$ cat config.mk
export PLATFORM = sky130hd
export DESIGN_NAME = seq_detect_prog
export DESIGN_NICKNAME = d
export VERILOG_FILES = /design/src/rtl/seq_detect_prog.sv
export SDC_FILE = /design/constraint.sdc
export NUM_CORES = 1
export LEC_CHECK = 0
export ABC_CLOCK_PERIOD_IN_PS = 3900
export CAP_MARGIN = 40
export CORE_ASPECT_RATIO = 1.1
export CORE_MARGIN = 2
export CORE_UTILIZATION = 35
export CTS_CLUSTER_SIZE = 40
export DETAILED_ROUTE_END_ITERATION = 6
export GPL_TIMING_DRIVEN = 0
export PLACE_DENSITY = 0.68
export REMOVE_ABC_BUFFERS = 1
export SLEW_MARGIN = 20
export SYNTH_ARGS = -nofsm -noshare
export SYNTH_HDL_FRONTEND = slang
export SYNTH_SLANG_ARGS = --single-unit
export TNS_END_PERCENT = 5
$ cat constraint.sdc
create_clock -name clk -period 3.9 [get_ports clk]
set_clock_uncertainty 0.05 [all_clocks]
set_input_delay 0.975 -clock clk [delete_from_list [all_inputs] [get_ports clk]]
set_output_delay 0.975 -clock clk [all_outputs]
set_load 0.03 [all_outputs]
$ cat src/rtl/seq_detect_prog.sv
// seq_detect_prog: runtime-programmable serial sequence detector.
// Overlap/non-overlap selectable, with a saturating match counter.
module seq_detect_prog #(
  parameter int MAX_LEN = 16,
  parameter int LEN_W   = 5,
  parameter int CNT_W   = 8
) (
  input  logic               clk,
  input  logic               res,
  input  logic               x,
  input  logic               x_valid,
  input  logic               cfg_load,
  input  logic [MAX_LEN-1:0] cfg_pattern,
  input  logic [LEN_W-1:0]   cfg_len,
  input  logic               cfg_overlap,
  input  logic               cnt_clr,
  output logic               match,
  output logic [CNT_W-1:0]   match_cnt,
  output logic               armed,
  output logic               cfg_err
);

  typedef enum logic {
    IDLE = 1'b0,
    RUN  = 1'b1
  } state_e;

  localparam logic [LEN_W-1:0] LEN_MAX = LEN_W'(MAX_LEN);
  localparam logic [CNT_W-1:0] CNT_TOP = '1;

  state_e             state_q, state_d;
  logic [MAX_LEN-1:0] pat_q, pat_d;
  logic [LEN_W-1:0]   len_q, len_d;
  logic               ovl_q, ovl_d;
  logic [MAX_LEN-1:0] hist_q, hist_d;
  logic [LEN_W-1:0]   fill_q, fill_d;
  logic               match_q, match_d;
  logic [CNT_W-1:0]   cnt_q, cnt_d;
  logic               err_q, err_d;

  logic [MAX_LEN-1:0] hist_n;
  logic [LEN_W-1:0]   fill_n;
  logic [MAX_LEN-1:0] mask;
  logic               accept;
  logic               hit;
  logic               len_ok;

  always_comb begin
    for (int i = 0; i < MAX_LEN; i++) begin
      mask[i] = (LEN_W'(i) < len_q);
    end
  end

  assign hist_n = {hist_q[MAX_LEN-2:0], x};
  assign fill_n = (fill_q == LEN_MAX) ? fill_q : fill_q + 1'b1;
  assign accept = (state_q == RUN) && x_valid && !cfg_load;
  // pattern bits at or above len_q are masked out
  assign hit    = accept && (fill_n >= len_q) &&
                  (((hist_n ^ pat_q) & mask) == '0);
  assign len_ok = (cfg_len != '0) && (cfg_len <= LEN_MAX);

  always_comb begin
    state_d = state_q;
    pat_d   = pat_q;
    len_d   = len_q;
    ovl_d   = ovl_q;
    hist_d  = hist_q;
    fill_d  = fill_q;
    match_d = 1'b0;
    cnt_d   = cnt_q;
    err_d   = err_q;
    if (cfg_load) begin
      pat_d   = cfg_pattern;
      len_d   = cfg_len;
      ovl_d   = cfg_overlap;
      hist_d  = '0;
      fill_d  = '0;
      cnt_d   = '0;
      state_d = len_ok ? RUN : IDLE;
      err_d   = !len_ok;
    end else begin
      if (cnt_clr) cnt_d = '0;
      if (accept) begin
        hist_d = hist_n;
        fill_d = fill_n;
      end
      if (hit) begin
        match_d = 1'b1;
        if (cnt_clr)              cnt_d = CNT_W'(1);
        else if (cnt_q != CNT_TOP) cnt_d = cnt_q + 1'b1;
        if (!ovl_q) fill_d = '0;
      end
    end
  end

  always_ff @(posedge clk) begin
    if (res) begin
      state_q <= IDLE;
      pat_q   <= '0;
      len_q   <= '0;
      ovl_q   <= 1'b0;
      hist_q  <= '0;
      fill_q  <= '0;
      match_q <= 1'b0;
      cnt_q   <= '0;
      err_q   <= 1'b0;
    end else begin
      state_q <= state_d;
      pat_q   <= pat_d;
      len_q   <= len_d;
      ovl_q   <= ovl_d;
      hist_q  <= hist_d;
      fill_q  <= fill_d;
      match_q <= match_d;
      cnt_q   <= cnt_d;
      err_q   <= err_d;
    end
  end

  assign match     = match_q;
  assign match_cnt = cnt_q;
  assign armed     = (state_q == RUN);
  assign cfg_err   = err_q;

endmodule
==> summary.txt <==
Run status
  – Status: finished clean

Route
  – Detailed Route WL: 5.31 mm
  – Initial drt markers: 109
  – Max layer used: met4
  – Pre-Repair DR Iteration Count: 4
  – Vias: 2148
  – M1 wire length: 2.35 mm
  – Routed wire length on met3: 184 um
  – Routed length on met2: 2.70 mm
  – Vias/cell: 5.08
  – Drt drc: 0
  – Post-DRT Antenna Nets: 0
  – Routed len/inst: 12.6 um

Floorplanning
  – Die Area: 8030 um^2
  – DIE WIDTH: 85.6 um
  – Ports: 39
  – Site row count: 32
  – Die Ht: 93.8 um
  – Initial Utilization: 36.4%
  – Core area: 7050 um^2

Final layout
  – Share of cells above drive strength 1: 5.03%
  – # fillers: 714
  – Area of the multi-input gates: 1400 um^2
  – Layout area overhead: 22.7%
  – # diodes: 0
  – Final nets: 373
  – Utilization after layout: 44.6%
  – Flip-flop and latch area: 1060 um^2

Hold path
  – Worst Hold Class: flip-flop to flip-flop
  – Hold path start: hist_q[14]
  – Hold EP: hist_q[14]
  – WHS Path Cells: 2

Placement
  – # port buffers: 38
  – Pre-CTS setup slack: 2.11 ps
  – Hpwl dp: 3.93 mm
  – Final Wtd Congestion: 0.816

STA
  – Final period util: 92.0%
  – Unrepaired setup endpoints after global routing: false
  – Slew Limit Fails: 0
  – Period minus WS final: 3590 ps
  – Final setup margin: 310 ps
  – Max-slew headroom: 57.6%
  – Final Hold Vio Count: 0
  – F_max: 279 MHz
  – Final Setup Violations: 0
  – Worst hold slack: 426 ps
  – Worst slew pin tran: 629 ps

Clock network
  – CTS tree: yes
  – Max clock buf depth: 2
  – Clock Tree Root: clkbuf_8
  – CTS buffer count: 5
  – # clock sinks: 53
  – Clk_lat worst skew: 310 ps
  – Hold buffer count at cts: 0
  – Post-cts gate resize count: 0
  – Reg clk slew, reported paths: 90 ps
  – Post-CTS Repair Setup Buffers: 0
  – Htree depth: 2

Synthesis
  – FFs w/ async S/R, synth: 0%
  – Seq/Total Area, Yosys: 41.4%
  – Top FF cell, synth: dfxtp_1
  – Cell Area, Synth: 2560 um^2
  – Avg Synthesized Cell Area: 8.41 um^2
  – Number of synthesized flops with an enable pin: 0
  – Post-synth top area cell: dfxtp_1
  – Top post-synthesis cells by area: dfxtp_1 41%, mux2i_1 9.8%, nand2_1 6.1%
  – Yosys top cell area share: 41.4%
  – Mapped Cells: 305
  – Synth warn: 0
  – Cell variety after synth: 40
  – Yosys reg bits: 53

Worst setup path
  – Startpoint type of the worst setup path: primary input
  – Crit Path Class: primary input to flip-flop
  – Cells on worst reg2reg path: 7
  – Crit path cell chain: clkdlybuf4s50_1 > and3b_1 > o21ai_0 > nor4_1 > and4b_1 > nand3_1 > o21ai_0 > a211oi_1
  – Slowest stage delay, CP: 580 ps
  – Worst Path Required: 4030 ps
  – Max Fanout on Critical Path: 17
  – R2R Path Start: armed
  – Most Frequent Cell on Critical Path: o21ai_0
  – Worst R2R Setup Slack: 1070 ps
  – Arr. time, crit path: 3720 ps
  – CP Launch Point: x_valid
  – Reg-to-Reg End: fill_q[2]
  – Crit end category: flip-flop
  – CP max stage cell: and3b_1

Global routing
  – Total GRT Usage: 14.2%
  – Vias in the first global route: 2084
  – Total gr overflow: 0
  – Largest net degree at the start of global routing: 22
  – First-pass GRT wire length: 9.25 mm
  – Antenna violations before repair: 0

Power
  – Leak: 1.17 nW
  – Power, Total: 0.00109 W
  – Peak supply drop: 202 uV
  – P per Cell Area: 345 nW/um^2

Run
  – Max-Cap Viols: 0
## per-layer routing
| metal | vias to the layer above | track usage (%) |
|---|---|---|
| li1 | 1110 | - |
| met5 | - | 0 |
| met1 | 993 | 16.4 |
| met3 | 8 | 2.81 |
| met2 | 37 | 25.5 |
| met4 | 0 | 5.56 |
## cell usage after synthesis (2+ instances only)
cell / n
nor2_1: 41
nor4_1: 3
mux2i_1: 25
xor2_1: 7
buf_2: 2
clkbuf_1: 10
and3_1: 2
nand2_1: 42
nor3_1: 3
a211oi_1: 5
o211ai_1: 2
dfxtp_1: 53
xnor2_1: 17
buf_1: 3
ha_1: 8
inv_1: 8
or2_2: 2
a21oi_1: 31
nand3_1: 7
o21ai_0: 12
or3_1: 3
## how the worst max path moves through the flow
stage                               to  slack (ps)  cells past startpoint
after CTS                    fill_q[2]         280                      8
final                        fill_q[2]         310                      8
after floorplan           match_cnt[4]        1070                      7
after detailed placement     fill_q[2]           2                      8
after global placement       fill_q[2]       -1010                      8
after global routing         fill_q[2]         120                      8
## power breakdown
group / internal [W] / leakage (nW) / switching, W
clock network: 0.000209 / 0.0585 / 0.000180
registers: 0.000556 / 0.432 / 0.0000162
logic: 0.0000648 / 0.684 / 0.0000600
## metrics by stage
step | setup TNS, ps | std cells | instance area [um^2]
final | 0 | 423 | 3150
after CTS | 0 | 422 | 3130
after detailed placement | 0 | 414 | 3020
after global routing | 0 | 423 | 3150
after global placement | -11340 | 412 | 2980
after floorplan | 0 | 289 | 2490
## worst max-delay path, delay by kind of cell
family	cells	cell delay (ps)
compound gates	3	850
buf+inv	1	480
simple gates	4	1400
## state kept, by name, indices dropped and copies added, names as in the netlist
name / cells
pat_q: 16
hist_q: 15
match_cnt: 8
fill_q: 5
len_q: 5
armed: 1
cfg_err: 1
match: 1
ovl_q: 1
## kinds of logic after synthesis
logic type / count (synthesis) / share of synthesized area [%]
flops: 53 / 41.4
simple gates: 112 / 19.3
buf+inv: 24 / 3.90
xor+xnor: 24 / 8.20
compound gates: 59 / 13.6
mux: 25 / 9.76
fa+ha+maj: 8 / 3.90
## layout by cell type (no fill, tap or decap), types with 2 or more instances in the layout
cell,count
nor4_1,3
and3_1,2
o21ai_0,12
o211ai_1,2
a211oi_1,5
or3_1,3
clkbuf_8,6
nor3_1,3
ha_1,8
or2_2,2
xnor2_1,17
nand3_1,7
inv_1,8
xor2_1,7
nor2_1,41
dfxtp_1,53
clkdlybuf4s50_1,37
a21oi_1,31
mux2i_1,25
nand2_1,42
## cell type report
| cell class | instances | area share, % |
|---|---|---|
| Inverter | 8 | 0.955 |
| Clock inverter | 1 | 0.955 |
| Multi-Input combinational cell | 228 | 44.6 |
| Clock buffer | 7 | 2.74 |
| Timing Repair Buffer | 41 | 13.6 |
| Tap cell | 85 | 3.38 |
| Sequential cell | 53 | 33.7 |
No activity file was read; power rests on OpenSTA's default activity.
